[src/rtl/uart_rx_fifo.sv]
// uart_rx_fifo: oversampling 8N1 UART receiver (optional parity) feeding a byte FIFO with a valid/ready read port
// Ports: clk, rst_n (async, active-low); tx_rx_enable gates reception; rx_in serial line (idles high);
// rd_ready pops the FIFO head; rx_received_data/valid present the head; busy = frame in progress;
// frame_err/parity_err/overrun are single-cycle event pulses.
module uart_rx_fifo #(
  parameter int CLKS_PER_BIT = 16,
  parameter int FIFO_DEPTH   = 4,
  parameter int PARITY_EN    = 0,
  parameter int PARITY_ODD   = 0
) (
  input  logic       clk,
  input  logic       rst_n,
  input  logic       tx_rx_enable,
  input  logic       rx_in,
  input  logic       rd_ready,
  output logic [7:0] rx_received_data,
  output logic       valid,
  output logic       busy,
  output logic       frame_err,
  output logic       parity_err,
  output logic       overrun
);
  localparam int CW = $clog2(CLKS_PER_BIT);
  localparam int AW = $clog2(FIFO_DEPTH);
  localparam logic [CW-1:0] SMP_A = CW'(CLKS_PER_BIT / 2 - 1);
  localparam logic [CW-1:0] SMP_B = CW'(CLKS_PER_BIT / 2);
  localparam logic [CW-1:0] SMP_C = CW'(CLKS_PER_BIT / 2 + 1);
  localparam logic [CW-1:0] CMAX  = CW'(CLKS_PER_BIT - 1);
  localparam logic [AW:0]   FULL  = (AW + 1)'(FIFO_DEPTH);
  typedef enum logic [2:0] {IDLE, START, DATA, PARITY, STOP} state_t;
  state_t        state;
  logic          sync1, sync2, hist;
  logic [CW-1:0] cnt;
  logic [2:0]    bit_cnt;
  logic [7:0]    shreg;
  logic          smp_a, smp_b, perr;
  logic [7:0]    mem [FIFO_DEPTH];
  logic [AW-1:0] wptr, rptr;
  logic [AW:0]   count;
  logic          fall, decide, bit_val, full, pop, push;
  assign fall    = hist & ~sync2;
  assign decide  = cnt == SMP_C;
  // third sample is the live synchronized line at the decision point
  assign bit_val = (smp_a & smp_b) | (smp_a & sync2) | (smp_b & sync2);
  assign full    = count == FULL;
  assign valid   = count != '0;
  assign pop     = valid & rd_ready;
  // a simultaneous pop frees the slot, so a full FIFO still accepts the byte
  assign push    = tx_rx_enable && state == STOP && decide && bit_val && !perr && (!full || pop);
  assign busy    = state != IDLE;
  assign rx_received_data = valid ? mem[rptr] : 8'h00;
  always_ff @(posedge clk)
    if (push) mem[wptr] <= shreg;
  always_ff @(posedge clk or negedge rst_n) begin
    if (!rst_n) begin
      state      <= IDLE;
      sync1      <= 1'b1;
      sync2      <= 1'b1;
      hist       <= 1'b1;
      cnt        <= '0;
      bit_cnt    <= '0;
      shreg      <= '0;
      smp_a      <= 1'b1;
      smp_b      <= 1'b1;
      perr       <= 1'b0;
      frame_err  <= 1'b0;
      parity_err <= 1'b0;
      overrun    <= 1'b0;
      wptr       <= '0;
      rptr       <= '0;
      count      <= '0;
    end else begin
      sync1      <= rx_in;
      sync2      <= sync1;
      hist       <= sync2;
      frame_err  <= 1'b0;
      parity_err <= 1'b0;
      overrun    <= 1'b0;
      // cell counter is phase-locked to the falling edge that started the frame
      cnt <= (state == IDLE || cnt == CMAX) ? '0 : cnt + CW'(1);
      if (cnt == SMP_A) smp_a <= sync2;
      if (cnt == SMP_B) smp_b <= sync2;
      if (!tx_rx_enable) state <= IDLE;
      else
        case (state)
          IDLE:
            if (fall) begin
              state   <= START;
              perr    <= 1'b0;
              bit_cnt <= '0;
            end
          START:
            if (decide) state <= bit_val ? IDLE : DATA;
          DATA:
            if (decide) begin
              shreg   <= {bit_val, shreg[7:1]};
              bit_cnt <= bit_cnt + 3'd1;
              if (bit_cnt == 3'd7) state <= (PARITY_EN != 0) ? PARITY : STOP;
            end
          PARITY:
            if (decide) begin
              perr  <= bit_val != ((^shreg) ^ (PARITY_ODD != 0));
              state <= STOP;
            end
          STOP:
            // leave mid-stop-bit so a back-to-back start edge is not missed
            if (decide) begin
              state      <= IDLE;
              frame_err  <= !bit_val;
              parity_err <= bit_val && perr;
              overrun    <= bit_val && !perr && full && !pop;
            end
          default: state <= IDLE;
        endcase
      if (push) wptr <= wptr + AW'(1);
      if (pop) rptr <= rptr + AW'(1);
      count <= count + (AW + 1)'(push) - (AW + 1)'(pop);
    end
  end
endmodule

[config.mk]
export PLATFORM = sky130hd
export DESIGN_NAME = uart_rx_fifo
export DESIGN_NICKNAME = d
export VERILOG_FILES = /design/src/rtl/uart_rx_fifo.sv
export SDC_FILE = /design/constraint.sdc
export NUM_CORES = 1
export LEC_CHECK = 0
export ABC_AREA = 1
export CORE_AREA = 4 4 65 90
export CTS_BUF_LIST = sky130_fd_sc_hd__clkbuf_8
export CTS_CLUSTER_DIAMETER = 30
export CTS_CLUSTER_SIZE = 40
export DETAILED_ROUTE_END_ITERATION = 8
export DIE_AREA = 0 0 69 94
export DONT_BUFFER_PORTS = 1
export PLACE_DENSITY = 0.84
export SYNTH_ARGS = -nofsm -noshare
export SYNTH_HDL_FRONTEND = slang
export SYNTH_SLANG_ARGS = --single-unit
[constraint.sdc]
create_clock -name clk -period 3.2 [get_ports clk]
set_input_delay 0.64 -clock clk [delete_from_list [all_inputs] [get_ports clk]]
set_output_delay 0.64 -clock clk [all_outputs]
set_load 0.02 [all_outputs]
==> flow_metrics.py <==
metrics = {
    "status": {
        "status": "finished, final reports clean",
    },
    "job": {
        "max_cap_violations": 0,
    },
    "layout": {
        "diodes": 0,
        "fin_nets": 352,
        "ff_latch_area_mm2": 0.001818,
        "multiInputGateArea_mm2": 0.001114,
        "final_core_util": 0.6632,
        "area_growth_syn_to_layout_pct": 8.085,
        "final_layout_size_suffix_gt1_frac": 0.1235,
        "fillers": 400,
    },
    "setup_path": {
        "max_stage_delay_ns": 0.52,
        "slowest_stage": "dfrtp_1",
        "critPathBufInv": 1,
        "cp-end-kind": "output pin",
        "arrival_ns": 1.93,
        "cp-start-kind": "register",
        "crit_chain": "clkinv_1 -> nor2_1 -> o21ai_0 -> a21oi_1",
        "path_delay_family": "flip-flops",
        "worst-path-max-fanout": 9,
        "critPathKind": "register to output pin",
        "worstPathRequired_ns": 2.56,
    },
    "clocking": {
        "cts_resized": 0,
        "cts.reportedPaths.clkPinSlew_ns": 0.07,
        "clock-sinks": 66,
        "clock_latency_ns": 0.34,
        "cts_tree": "built",
        "cts-htree-levels": 3,
        "post_cts.repair.setup_buffers": 0,
        "cts_hold_repair.buffers": 1,
        "cts_buffer_depth": 2,
        "clockRootBuffer": "clkbuf_8",
        "numCtsBuffers": 9,
    },
    "synth": {
        "ys_ff_latch": 66,
        "synth_cell_types": 33,
        "ys_seq_area_frac": 0.5787,
        "synth_fp_nets": 345,
        "synth_edf_count": 32,
        "synth_top_area_cell": "edfxtp_1",
        "syn_avg_cell_area_um2": 9.579,
        "netlist_top_cells_area": "edfxtp_1, dfrtp_1, nand2_1, nor2_1, inv_1",
        "synth.most_common_cell": "nand2_1",
        "yosys-top-cells-count": "nand2_1, nor2_1, inv_1, edfxtp_1, dfrtp_1",
        "synthArstFlopShare": 0.5152,
        "synthCells": 328,
        "synth_area_mm2": 0.003142,
        "synth_flop_cell": "edfxtp_1",
        "yosys_warnings": 0,
        "synth_top_area_share": 0.3059,
    },
    "hold_path": {
        "hold_path_class": "primary input to async pin",
    },
    "timing": {
        "hold_viol": 0,
        "tns_ns": 0,
        "fin_worst_skew_ns": 0.01248,
        "fmax_mhz": 388.7,
        "finalMaxSlewViolations": 0,
        "slew_headroom": 0.4788,
        "rsz0062_at_grt": "no",
        "setup-violations-final": 0,
        "period_minus_slack_ns": 2.573,
        "fin_crit_sh": 0.8039,
        "worst_pin_slew_ns": 0.7789,
    },
    "route": {
        "vias": 2093,
        "antenna_left": 0,
        "routed_via_density": 5.155,
        "drc_errors": 0,
        "wirelength_mm": 5.374,
        "drtIter0Drc": 136,
        "wl_per_cell_um": 13.24,
        "dr.pass1.iters": 7,
    },
    "power": {
        "internal-power_w": 0.001533,
        "p_seq_frac": 0.438,
        "p_clk_frac": 0.259,
        "p_sw_frac": 0.3737,
        "combPwrFrac": 0.302,
        "power_density_mw_per_mm2": 720.6,
        "leakagePower_nw": 1.534,
        "p_sw_w": 0.0009144,
        "ir_drop_uv": 471.7,
    },
    "global_routing": {
        "grt_max_degree": 30,
        "grt_pass1_wl_mm": 8.928,
        "grt_pass1_vias": 1975,
        "antenna_found_initial": 0,
        "grt_usage": 0.1809,
        "grt_overflow": 0,
    },
    "place": {
        "gp_congestion": 0.8764,
        "dp_hpwl_mm": 3.754,
        "io_buffers": 0,
    },
    "floorplanning": {
        "rows": 31,
        "initial_utilization": 0.6136,
        "ios": 18,
        "core_mm2": 0.005120,
        "fp.dieArea_mm2": 0.006486,
        "die_w_um": 69,
        "die-height_um": 94,
    },
}
[area by class of cell]
class	count	area share
inverter	48	0.05306
sequential	66	0.5354
clock inverter	7	0.01695
tap	66	0.02432
multi-input combinational	209	0.3279
clock buffer	9	0.03648
timing repair buffer	1	0.005895
[routing by layer]
metal	global-route usage	vias to the layer above	part of all wire
li1	-	1062	-
met1	0.1819	965	0.38
met2	0.3288	50	0.54
met3	0.06103	16	0.046
met4	0.09283	0	0.032
met5	0	-	0
[worst paths after layout]
check,start,endpoint,slack [ns],depth (start not counted)
min in group clk,rx_in,sync1,0.30,0
max in group asynchronous,rst_n,frame_err,2.91,1
min reg2reg,sync1,sync2,0.36,0
max reg2reg,cnt[1],count[2],0.86,12
max,rptr[1],rx_received_data[0],0.63,4
min,rst_n,cnt[2],0.12,1
[cells by family (layout without fill, tap and decap cells)]
kind of cell,Yosys count,count (layout),share of synthesized area
buffers and inverters,53,65,0.06691
AND/OR/NAND/NOR,144,144,0.2011
XOR/XNOR,6,6,0.01673
multiplexers,1,1,0.003186
flip-flops,66,66,0.5787
adder cells (fa/ha/maj),12,12,0.05018
AO/OA/AOI/OAI,46,46,0.08324
[state kept, by name, indices dropped and copies added, names as in the netlist]
signal      flops
wptr            2
sync1           1
parity_err      1
count           3
smp_a           1
overrun         1
frame_err       1
hist            1
rptr            2
sync2           1
bit_cnt         3
perr            1
state           3
shreg           8
smp_b           1
cnt             4
mem            32
[power groups by stage]
stage / logic [W] / registers [W] / clock network [W]
detailed placement: 0.000726 / 0.00109 / 0
global route: 0.000844 / 0.00109 / 0.000690
CTS: 0.000745 / 0.00107 / 0.000650
global placement: 0.000699 / 0.00108 / 0
finish: 0.000740 / 0.00107 / 0.000634
floorplan: 0.000665 / 0.00102 / 0
[stage by stage]
step | power [W] | area [um2] | hold slack, ns | instances | setup slack (ns)
after floorplan | 0.001687 | 3142 | 0.3444 | 328 | 0.9603
after global placement | 0.001779 | 3194 | 0.3459 | 389 | 0.8990
after detailed placement | 0.001817 | 3194 | 0.3459 | 389 | 0.8441
after CTS | 0.002469 | 3396 | 0.1091 | 406 | 0.6051
after global routing | 0.002624 | 3396 | 0.1044 | 406 | 0.4374
final | 0.002447 | 3396 | 0.1194 | 406 | 0.6275
[cell usage in the layout (no fill, tap or decap), types with 2 or more instances in the layout]
cell	instances
o21ai_2	5
o21ai_1	6
dfrtp_1	29
nand3_1	10
nor3_1	5
clkbuf_8	9
a21oi_1	10
clkinv_1	2
xor2_1	5
edfxtp_1	32
inv_2	7
dfstp_2	5
inv_1	43
nor2_1	50
nand2_2	5
nand2_1	66
ha_1	11
o21ai_0	23
Note: power is estimated with default switching activity, not from simulation.
